`config.mk`:
```
export PLATFORM = sky130hd
export DESIGN_NAME = axi4_stream_frag_hdr_ins_flat
export DESIGN_NICKNAME = d
export VERILOG_FILES = /design/src/rtl/axi4_stream_frag_hdr_ins_if.sv /design/src/rtl/axi4_stream_frag_hdr_ins.sv /design/src/flat_wrapper.sv
export SDC_FILE = /design/constraint.sdc
export NUM_CORES = 1
export LEC_CHECK = 0
export CAP_MARGIN = 20
export CORE_UTILIZATION = 44
export DETAILED_ROUTE_END_ITERATION = 8
export GPL_ROUTABILITY_DRIVEN = 0
export HOLD_SLACK_MARGIN = 0.06
export PLACE_DENSITY = 0.83
export SLEW_MARGIN = 10
export SYNTH_ARGS = -nofsm -noshare
export SYNTH_HDL_FRONTEND = slang
export SYNTH_SLANG_ARGS = --single-unit
```
`constraint.sdc`:
```
create_clock -name clk_i -period 4.55 [get_ports clk_i]
set_clock_uncertainty 0.2 [all_clocks]
set_input_delay 0.91 -clock clk_i [delete_from_list [all_inputs] [get_ports clk_i]]
set_output_delay 0.91 -clock clk_i [all_outputs]
set_load 0.02 [all_outputs]
```
`src/rtl/axi4_stream_frag_hdr_ins_if.sv`:
```
// AXI4-Stream bundle shared by the fragment header inserter and its bench.
//   master : drives tdata/tkeep/tstrb/tlast/tid/tdest/tuser/tvalid, samples tready
//   slave  : samples the payload and tvalid, drives tready
interface axi4_stream_if #(
  parameter int DATA_WIDTH = 32,
  parameter int ID_WIDTH   = 1,
  parameter int DEST_WIDTH = 1,
  parameter int USER_WIDTH = 1
);
  logic [DATA_WIDTH-1:0]   tdata;
  logic [DATA_WIDTH/8-1:0] tkeep;
  logic [DATA_WIDTH/8-1:0] tstrb;
  logic                    tlast;
  logic [ID_WIDTH-1:0]     tid;
  logic [DEST_WIDTH-1:0]   tdest;
  logic [USER_WIDTH-1:0]   tuser;
  logic                    tvalid;
  logic                    tready;

  modport master (output tdata, tkeep, tstrb, tlast, tid, tdest, tuser, tvalid,
                  input  tready);
  modport slave  (input  tdata, tkeep, tstrb, tlast, tid, tdest, tuser, tvalid,
                  output tready);
endinterface

```
`src/rtl/axi4_stream_frag_hdr_ins.sv`:
```
// Fragment header inserter: prefixes every AXI4-Stream fragment with one
// header word {HDR_MAGIC in [31:16], sequence number in [SEQ_WIDTH-1:0]}.
//   clk_i, rst_n_i : clock, asynchronous active-low reset
//   seq_clr_i      : pulse, clears the fragment sequence number
//   pkt_i          : incoming fragments (tlast ends a fragment)
//   pkt_o          : header-prefixed fragments, driven straight from one register
//   frag_cnt_o     : count of fragments whose last beat left pkt_o (wraps)
module axi4_stream_frag_hdr_ins #(
  parameter int          DATA_WIDTH = 32,
  parameter int          ID_WIDTH   = 1,
  parameter int          DEST_WIDTH = 1,
  parameter int          USER_WIDTH = 1,
  parameter int          SEQ_WIDTH  = 16,
  parameter logic [15:0] HDR_MAGIC  = 16'hF5A6
) (
  input  logic         clk_i,
  input  logic         rst_n_i,
  input  logic         seq_clr_i,
  axi4_stream_if.slave  pkt_i,
  axi4_stream_if.master pkt_o,
  output logic [31:0]  frag_cnt_o
);
  localparam int KW = DATA_WIDTH / 8;

  typedef enum logic {IDLE, DATA} state_e;

  state_e                state_q, state_d;
  logic [SEQ_WIDTH-1:0]  seq_q, seq_d;
  logic                  clr_pend_q, clr_pend_d;
  logic [DATA_WIDTH-1:0] tdata_q, tdata_d;
  logic [KW-1:0]         tkeep_q, tkeep_d, tstrb_q, tstrb_d;
  logic                  tlast_q, tlast_d, tvalid_q, tvalid_d;
  logic [ID_WIDTH-1:0]   tid_q, tid_d;
  logic [DEST_WIDTH-1:0] tdest_q, tdest_d;
  logic [USER_WIDTH-1:0] tuser_q, tuser_d;
  logic [31:0]           frag_cnt_q;
  logic                  out_free;
  logic [DATA_WIDTH-1:0] hdr_word;

  assign out_free     = !tvalid_q || pkt_o.tready;
  assign pkt_i.tready = (state_q == DATA) && out_free;

  always_comb begin
    hdr_word                  = '0;
    hdr_word[31:16]           = HDR_MAGIC;
    hdr_word[SEQ_WIDTH-1:0]   = seq_q;
  end

  always_comb begin
    state_d    = state_q;
    seq_d      = seq_q;
    clr_pend_d = clr_pend_q;
    tdata_d    = tdata_q;
    tkeep_d    = tkeep_q;
    tstrb_d    = tstrb_q;
    tlast_d    = tlast_q;
    tid_d      = tid_q;
    tdest_d    = tdest_q;
    tuser_d    = tuser_q;
    tvalid_d   = tvalid_q && !pkt_o.tready;
    case (state_q)
      IDLE: begin
        if (pkt_i.tvalid && out_free) begin
          // Header takes sideband from the waiting first beat (not yet accepted).
          tdata_d  = hdr_word;
          tkeep_d  = '1;
          tstrb_d  = '1;
          tlast_d  = 1'b0;
          tid_d    = pkt_i.tid;
          tdest_d  = pkt_i.tdest;
          tuser_d  = pkt_i.tuser;
          tvalid_d = 1'b1;
          state_d  = DATA;
          // A clear landing with the header only affects the next fragment.
          clr_pend_d = seq_clr_i;
        end else if (seq_clr_i) begin
          seq_d = '0;
        end
      end
      DATA: begin
        if (seq_clr_i) clr_pend_d = 1'b1;
        if (pkt_i.tvalid && out_free) begin
          tdata_d  = pkt_i.tdata;
          tkeep_d  = pkt_i.tkeep;
          tstrb_d  = pkt_i.tstrb;
          tlast_d  = pkt_i.tlast;
          tid_d    = pkt_i.tid;
          tdest_d  = pkt_i.tdest;
          tuser_d  = pkt_i.tuser;
          tvalid_d = 1'b1;
          if (pkt_i.tlast) begin
            seq_d      = (clr_pend_q || seq_clr_i) ? '0 : SEQ_WIDTH'(seq_q + 1'b1);
            clr_pend_d = 1'b0;
            state_d    = IDLE;
          end
        end
      end
      default: state_d = IDLE;
    endcase
  end

  always_ff @(posedge clk_i or negedge rst_n_i) begin
    if (!rst_n_i) begin
      state_q    <= IDLE;
      seq_q      <= '0;
      clr_pend_q <= 1'b0;
      tdata_q    <= '0;
      tkeep_q    <= '0;
      tstrb_q    <= '0;
      tlast_q    <= 1'b0;
      tid_q      <= '0;
      tdest_q    <= '0;
      tuser_q    <= '0;
      tvalid_q   <= 1'b0;
      frag_cnt_q <= '0;
    end else begin
      state_q    <= state_d;
      seq_q      <= seq_d;
      clr_pend_q <= clr_pend_d;
      tdata_q    <= tdata_d;
      tkeep_q    <= tkeep_d;
      tstrb_q    <= tstrb_d;
      tlast_q    <= tlast_d;
      tid_q      <= tid_d;
      tdest_q    <= tdest_d;
      tuser_q    <= tuser_d;
      tvalid_q   <= tvalid_d;
      if (tvalid_q && pkt_o.tready && tlast_q) frag_cnt_q <= frag_cnt_q + 32'd1;
    end
  end

  assign pkt_o.tdata  = tdata_q;
  assign pkt_o.tkeep  = tkeep_q;
  assign pkt_o.tstrb  = tstrb_q;
  assign pkt_o.tlast  = tlast_q;
  assign pkt_o.tid    = tid_q;
  assign pkt_o.tdest  = tdest_q;
  assign pkt_o.tuser  = tuser_q;
  assign pkt_o.tvalid = tvalid_q;
  assign frag_cnt_o   = frag_cnt_q;
endmodule
```
`src/flat_wrapper.sv`:
```
// flat-port wrapper written by rule: the top's interface ports become plain ports
module axi4_stream_frag_hdr_ins_flat 
#(
  parameter int          DATA_WIDTH = 32,
  parameter int          ID_WIDTH   = 1,
  parameter int          DEST_WIDTH = 1,
  parameter int          USER_WIDTH = 1,
  parameter int          SEQ_WIDTH  = 16,
  parameter logic [15:0] HDR_MAGIC  = 16'hF5A6
)
  (clk_i, rst_n_i, seq_clr_i, frag_cnt_o, pkt_i_tdata, pkt_i_tkeep, pkt_i_tstrb, pkt_i_tlast, pkt_i_tid, pkt_i_tdest, pkt_i_tuser, pkt_i_tvalid, pkt_i_tready, pkt_o_tdata, pkt_o_tkeep, pkt_o_tstrb, pkt_o_tlast, pkt_o_tid, pkt_o_tdest, pkt_o_tuser, pkt_o_tvalid, pkt_o_tready);
  axi4_stream_if #(.DATA_WIDTH(DATA_WIDTH), .ID_WIDTH(ID_WIDTH), .DEST_WIDTH(DEST_WIDTH), .USER_WIDTH(USER_WIDTH)) pkt_i_i ();
  axi4_stream_if #(.DATA_WIDTH(DATA_WIDTH), .ID_WIDTH(ID_WIDTH), .DEST_WIDTH(DEST_WIDTH), .USER_WIDTH(USER_WIDTH)) pkt_o_i ();
  input  logic clk_i;
  input  logic rst_n_i;
  input  logic seq_clr_i;
  output logic [31:0] frag_cnt_o;
  input wire logic [$bits(pkt_i_i.tdata)-1:0] pkt_i_tdata;
  input wire logic [$bits(pkt_i_i.tkeep)-1:0] pkt_i_tkeep;
  input wire logic [$bits(pkt_i_i.tstrb)-1:0] pkt_i_tstrb;
  input wire logic [$bits(pkt_i_i.tlast)-1:0] pkt_i_tlast;
  input wire logic [$bits(pkt_i_i.tid)-1:0] pkt_i_tid;
  input wire logic [$bits(pkt_i_i.tdest)-1:0] pkt_i_tdest;
  input wire logic [$bits(pkt_i_i.tuser)-1:0] pkt_i_tuser;
  input wire logic [$bits(pkt_i_i.tvalid)-1:0] pkt_i_tvalid;
  output wire logic [$bits(pkt_i_i.tready)-1:0] pkt_i_tready;
  output wire logic [$bits(pkt_o_i.tdata)-1:0] pkt_o_tdata;
  output wire logic [$bits(pkt_o_i.tkeep)-1:0] pkt_o_tkeep;
  output wire logic [$bits(pkt_o_i.tstrb)-1:0] pkt_o_tstrb;
  output wire logic [$bits(pkt_o_i.tlast)-1:0] pkt_o_tlast;
  output wire logic [$bits(pkt_o_i.tid)-1:0] pkt_o_tid;
  output wire logic [$bits(pkt_o_i.tdest)-1:0] pkt_o_tdest;
  output wire logic [$bits(pkt_o_i.tuser)-1:0] pkt_o_tuser;
  output wire logic [$bits(pkt_o_i.tvalid)-1:0] pkt_o_tvalid;
  input wire logic [$bits(pkt_o_i.tready)-1:0] pkt_o_tready;
  assign pkt_i_i.tdata = pkt_i_tdata;
  assign pkt_i_i.tkeep = pkt_i_tkeep;
  assign pkt_i_i.tstrb = pkt_i_tstrb;
  assign pkt_i_i.tlast = pkt_i_tlast;
  assign pkt_i_i.tid = pkt_i_tid;
  assign pkt_i_i.tdest = pkt_i_tdest;
  assign pkt_i_i.tuser = pkt_i_tuser;
  assign pkt_i_i.tvalid = pkt_i_tvalid;
  assign pkt_i_tready = pkt_i_i.tready;
  assign pkt_o_tdata = pkt_o_i.tdata;
  assign pkt_o_tkeep = pkt_o_i.tkeep;
  assign pkt_o_tstrb = pkt_o_i.tstrb;
  assign pkt_o_tlast = pkt_o_i.tlast;
  assign pkt_o_tid = pkt_o_i.tid;
  assign pkt_o_tdest = pkt_o_i.tdest;
  assign pkt_o_tuser = pkt_o_i.tuser;
  assign pkt_o_tvalid = pkt_o_i.tvalid;
  assign pkt_o_i.tready = pkt_o_tready;
  axi4_stream_frag_hdr_ins #(.DATA_WIDTH(DATA_WIDTH), .ID_WIDTH(ID_WIDTH), .DEST_WIDTH(DEST_WIDTH), .USER_WIDTH(USER_WIDTH), .SEQ_WIDTH(SEQ_WIDTH), .HDR_MAGIC(HDR_MAGIC)) u_core (.clk_i(clk_i), .rst_n_i(rst_n_i), .seq_clr_i(seq_clr_i), .pkt_i(pkt_i_i), .pkt_o(pkt_o_i), .frag_cnt_o(frag_cnt_o));
endmodule
```
## After elaboration in Yosys (flattened, before gate mapping)

Cells that the tools add are included.

- ROM bits: 0
- Bits in registers: 95
- Memories kept: 0
- Bits in latches: 0
- Memory bits (writable): 0
- Logic and storage cells: 61
- Output and inout port bits: 78
- Input bits: 49

- Multiply operators: 0
- $add $sub $neg: 2
- Eq/ne operators: 5
- Div/mod/pow operators: 0
- Order comparisons: 0
- Shifts and indexed selects: 0
- Reductions and logical operators: 11
- Multiplexer cells: 30
- Bitwise logic cells: 1

Operator list:

| operator | number |
|---|---|
| 16-bit 2-to-1 mux | 5 |
| 32-bit 2-to-1 mux | 2 |
| 32-bit case mux with 2 select lines | 1 |
| 32-bit by 1-bit adder with 32-bit output (second input constant) | 1 |
| 16-bit case mux with 2 select lines | 1 |
| 16-bit by 1-bit adder with 16-bit output (second input constant) | 1 |
| 4-bit case mux with 2 select lines | 2 |
| 1-bit 2-to-1 mux | 13 |
| 4-bit 2-to-1 mux | 3 |
| 2-bit inequality test (second input constant) | 4 |
| 1-bit case mux with 2 select lines | 3 |
| 1-bit logical AND | 5 |
| 4-bit AND reduction | 1 |
| 1-bit zero test | 2 |
| 1-bit logical OR | 2 |
| 2-bit by 1-bit inequality test with 1-bit output (second input constant) | 1 |
| 2-bit AND reduction | 1 |
| 1-bit NOT | 1 |

## Logic depth before layout (Yosys ltp)

- Word-level depth: 5
- Depth in mapped cells: 7
- Mapped depth without buffers: 6

## Worst setup path before layout

No wires, ideal clock.

- Path type: input-to-reg
- From: in pkt_o_tready
- To: reg u_core.frag_cnt_q[21] (netlist: u_core.frag_cnt_o[21])
- Slack: 2.098 ns
- Library setup time: 0.080 ns
- Arrival time: 2.172 ns
- Required time: 4.270 ns
- Path buffers: 1
- Cell stages on the path: 6
- Path through: nand3_1 > or2_2 > buf_4 > or4_4 > nor2_2 > xor2_1

- Cells in the longest elaborated chain, start to end: 2

Ends and longest elaborated chain:

| what | RTL line | RTL |
|---|---|---|
| start: declaration | flat_wrapper.sv:35 | `input wire logic [$bits(pkt_o_i.tready)-1:0] pkt_o_tready;` |
| 1-bit logical AND (2 in series) | axi4_stream_frag_hdr_ins.sv:128 | `if (tvalid_q && pkt_o.tready && tlast_q) frag_cnt_q <= frag_cnt_q + 32'd1;` |
| end signal: assignment | axi4_stream_frag_hdr_ins.sv:128 |  |
| end: declaration | axi4_stream_frag_hdr_ins.sv:36 | `logic [31:0] frag_cnt_q;` |

No other way between the ends.
A chain may end at the register's enable or synchronous reset.

## Final worst setup path

- From: in pkt_o_tready
- To: out pkt_i_tready

- Cells in the longest elaborated chain, start to end: 2

Ends and longest elaborated chain:

| what | RTL line | RTL |
|---|---|---|
| 1-bit logical OR | axi4_stream_frag_hdr_ins.sv:40 | `assign out_free = !tvalid_q \|\| pkt_o.tready;` |
| 1-bit logical AND | axi4_stream_frag_hdr_ins.sv:41 | `assign pkt_i.tready = (state_q == DATA) && out_free;` |
| end: declaration | flat_wrapper.sv:26 | `output wire logic [$bits(pkt_i_i.tready)-1:0] pkt_i_tready;` |

No other way between the ends.

==> flow_summary_export.csv <==
group,metric,value,unit
cells_and_area,layout_common_cells,"125 x clkdlybuf4s50_1, 95 x dfrtp_1, 61 x nand2_1, 49 x o21ai_0, 47 x nor2_1",
logic_synthesis,yosys_warnings,0,
critical_path,crit_family,"buffers and inverters",
cells_and_area,nNetsFinal,591,
critical_path,cpPeakStageDelay,0.58,ns
placed_design,port_buffers,126,
critical_path,cp-end-kind,"output port",
grt,use_met2,34.06,%
logic_synthesis,ys_ff_latch,95,
timing,hold_slack,0.2788,ns
logic_synthesis,yosys.area_share.simple,18.41,%
route,drc,0,
cells_and_area,antenna_cells,0,
logic_synthesis,syn_inst,417,
logic_synthesis,synthFlopType,"dfrtp_1",
die,core_area,0.009240,mm2
logic_synthesis,async_flop_share,100.0,%
grt,grt_pass1_wl,16380,um
critical_path,critical_path.max_fanout,4,
grt,grt_util_met1,26.94,%
grt,grt_util_met3,4.216,%
timing,fmax,291.2,MHz
pwr,power_density,350.6,mW/mm2
critical_path,required,3.44,ns
min_path,hold_class,"flop to flop",
timing,tightest_slew,0.9765,ns
timing,period_minus_slack,3.435,ns
route,drt_wl_total,9616,um
critical_path,critPathBufInv,2,
route,postRouteAntennaNets,0,
cells_and_area,drive_gt1_share,5.321,%
pwr,pwr-share-clk,24.6,%
pwr,comb_power_share,25.8,%
pwr,p_sw_share,31.55,%
placed_design,dp_slack,1.137,ns
timing,slew_violations,0,
timing,timing.final.ws_setup,1.115,ns
timing,setup_violations,0,
pwr,seq_power_share,49.6,%
cells_and_area,final_common_cell,"clkdlybuf4s50_1",
clock_network,cts_setup_buffers,0,
logic_synthesis,avgSynthCellArea,10.07,um2
placed_design,place_area,0.005579,mm2
placed_design,dp_cells,658,
clock_network,cts_resized,0,
logic_synthesis,yosys.area_share.adder,0.5959,%
route,vias_per_cell,5.083,
timing,slew_headroom,34.55,%
clock_network,cts_max_level,3,
grt,grtUsageTotal,20.82,%
clock_network,cts-root-buf,"clkbuf_8",
grt,grt_overflow,0,
clock_network,tritoncts,"done",
timing,finalHoldViolCount,0,
pwr,ir_drop,0.1601,mV
critical_path,path_cells,"clkdlybuf4s50_1 > nor2b_1 > nor2_1 > clkdlybuf4s50_1",
die,num_rows,35,
status,run_status,"completed",
min_path,hp-start,"u_core.frag_cnt_o[31]$_DFFE_PN0P_",
critical_path,startpoint_type,"primary input",
route,dr.pass1.iters,4,
logic_synthesis,synth_area,0.004199,mm2
logic_synthesis,synthDistinctLibCells,36,
pwr,p_int,1.379,mW
die,die_area,0.009938,mm2
logic_synthesis,synth_mux_area_share,4.887,%
route,vias,3426,
pwr,total_power,2.015,mW
critical_path,r2r-end,"u_core.seq_q[2]$_DFFE_PN0P_",
cells_and_area,stdcell_count,674,
grt,grt_pass1_vias,3374,
critical_path,cp.arrival,2.32,ns
critical_path,crit_top_cell,"clkdlybuf4s50_1",
logic_synthesis,synth_compound_gate_area_share,8.194,%
cells_and_area,syn_to_final_growth,36.86,%
logic_synthesis,synth_top_family_by_area,"simple AND/OR/NAND/NOR gates",
clock_network,path_clk_slew,0.10,ns
critical_path,path_class,"primary input to output port",
die,die_h,99.69,um
pwr,p_switching,0.6356,mW
placed_design,dp_hpwl,6974,um
clock_network,cts_buffers,9,
route,drt_iter0_drc,144,
grt,top_usage_layer,"met2",
logic_synthesis,synthXorXnorAreaFrac,8.760,%
grt,grt_max_degree,72,
min_path,worstHoldPathCells,1,
critical_path,worstRegToRegCells,6,
critical_path,regToRegStartpoint,"u_core.state_q$_DFF_PN0_",
clock_network,cts_sinks,95,
route,wl_per_cell,14.27,um
clock_network,cts_hold_buf,0,
cells_and_area,final_cell_area,0.005747,mm2
clock_network,clk_path_buf_depth,2,
timing,grt_setup_unrepaired,"no",
pwr,p_leak,2.580,nW
min_path,min_to,"u_core.frag_cnt_o[31]$_DFFE_PN0P_",
die,ios,127,
logic_synthesis,seq_area_frac_synth,56.62,%
logic_synthesis,synth_edf_count,0,
critical_path,rrSetupSlack,2.04,ns
logic_synthesis,synthesis.nets,468,
timing,tns,0,ns
timing,fin_crit_sh,75.48,%
clock_network,clock_latency,0.36,ns
die,dieWidth,99.69,um
cells_and_area,utilization,62.19,%
job,max-cap-violations,0,
critical_path,cp_slowest_cell,"clkdlybuf4s50_1",
grt,antenna_found_initial,0,
die,start_util,45.44,%
-- how the worst max path moves through the flow --
stage	from	to	slack, ns	cells past startpoint
after floorplan	pkt_o_tready	u_core.frag_cnt_o[21]$_DFFE_PN0P_	2.10	6
after global placement	pkt_o_tready	pkt_i_tready	1.12	4
after detailed placement	pkt_o_tready	pkt_i_tready	1.14	4
after CTS	u_core.state_q$_DFF_PN0_	pkt_i_tready	1.09	4
after global routing	u_core.state_q$_DFF_PN0_	pkt_i_tready	0.99	4
final	pkt_o_tready	pkt_i_tready	1.12	4
-- final cells by class --
class | instances | area [um2]
fill | 771 | 3493
multi-input combinational | 295 | 1718
clock inverter | 4 | 32.53
tap | 129 | 161.4
timing repair buffer | 130 | 1289
clock buffer | 12 | 135.1
sequential | 95 | 2377
inverter | 9 | 33.78
-- state kept, by name, indices dropped and copies added, names as in the netlist, 4 cells and up --
signal,flops
u_core.pkt_o.tkeep,4
u_core.frag_cnt_o,32
u_core.pkt_o.tstrb,4
u_core.seq_q,16
u_core.pkt_o.tdata,32
-- power groups by stage --
stage | clock (mW) | combinational (mW) | sequential, mW
after global placement | 0 | 0.514 | 1.01
after detailed placement | 0 | 0.525 | 1.01
after global routing | 0.541 | 0.566 | 1.01
final | 0.496 | 0.520 | 0.999
after CTS | 0.509 | 0.527 | 0.999
after floorplan | 0 | 0.153 | 1.11
-- layer usage --
| metal | up-vias | share of wire [%] |
|---|---|---|
| li1 | 1651 | - |
| met1 | 1655 | 44 |
| met2 | 106 | 49 |
| met3 | 14 | 5.1 |
| met4 | 0 | 1.8 |
| met5 | - | 0 |
-- cell usage after synthesis (2+ instances only) --
cell,instances,share of area [%]
and3_1,5,0.74
buf_1,2,0.18
clkbuf_1,14,1.3
dfrtp_1,95,57
ha_1,2,0.60
inv_1,9,0.80
mux2_2,4,1.1
mux2i_1,16,3.8
nand2_1,62,5.5
nand3_1,18,2.1
nand4_1,15,2.2
nor2_1,47,4.2
nor2b_1,5,0.74
nor3_1,6,0.72
nor3_2,2,0.48
nor4_1,2,0.30
o2111ai_1,2,0.42
o211ai_1,4,0.72
o21ai_0,49,5.8
o31ai_1,2,0.36
xnor2_1,23,4.8
xor2_1,19,4.0
-- logic make-up after synthesis --
| logic type | Yosys count |
|---|---|
| multiplexers | 20 |
| flip-flops | 95 |
| AND/OR/NAND/NOR | 169 |
| buffers and inverters | 27 |
| AO/OA/AOI/OAI | 62 |
| adder cells (fa/ha/maj) | 2 |
| XOR/XNOR | 42 |
No activity file was read; power rests on OpenSTA's default activity.
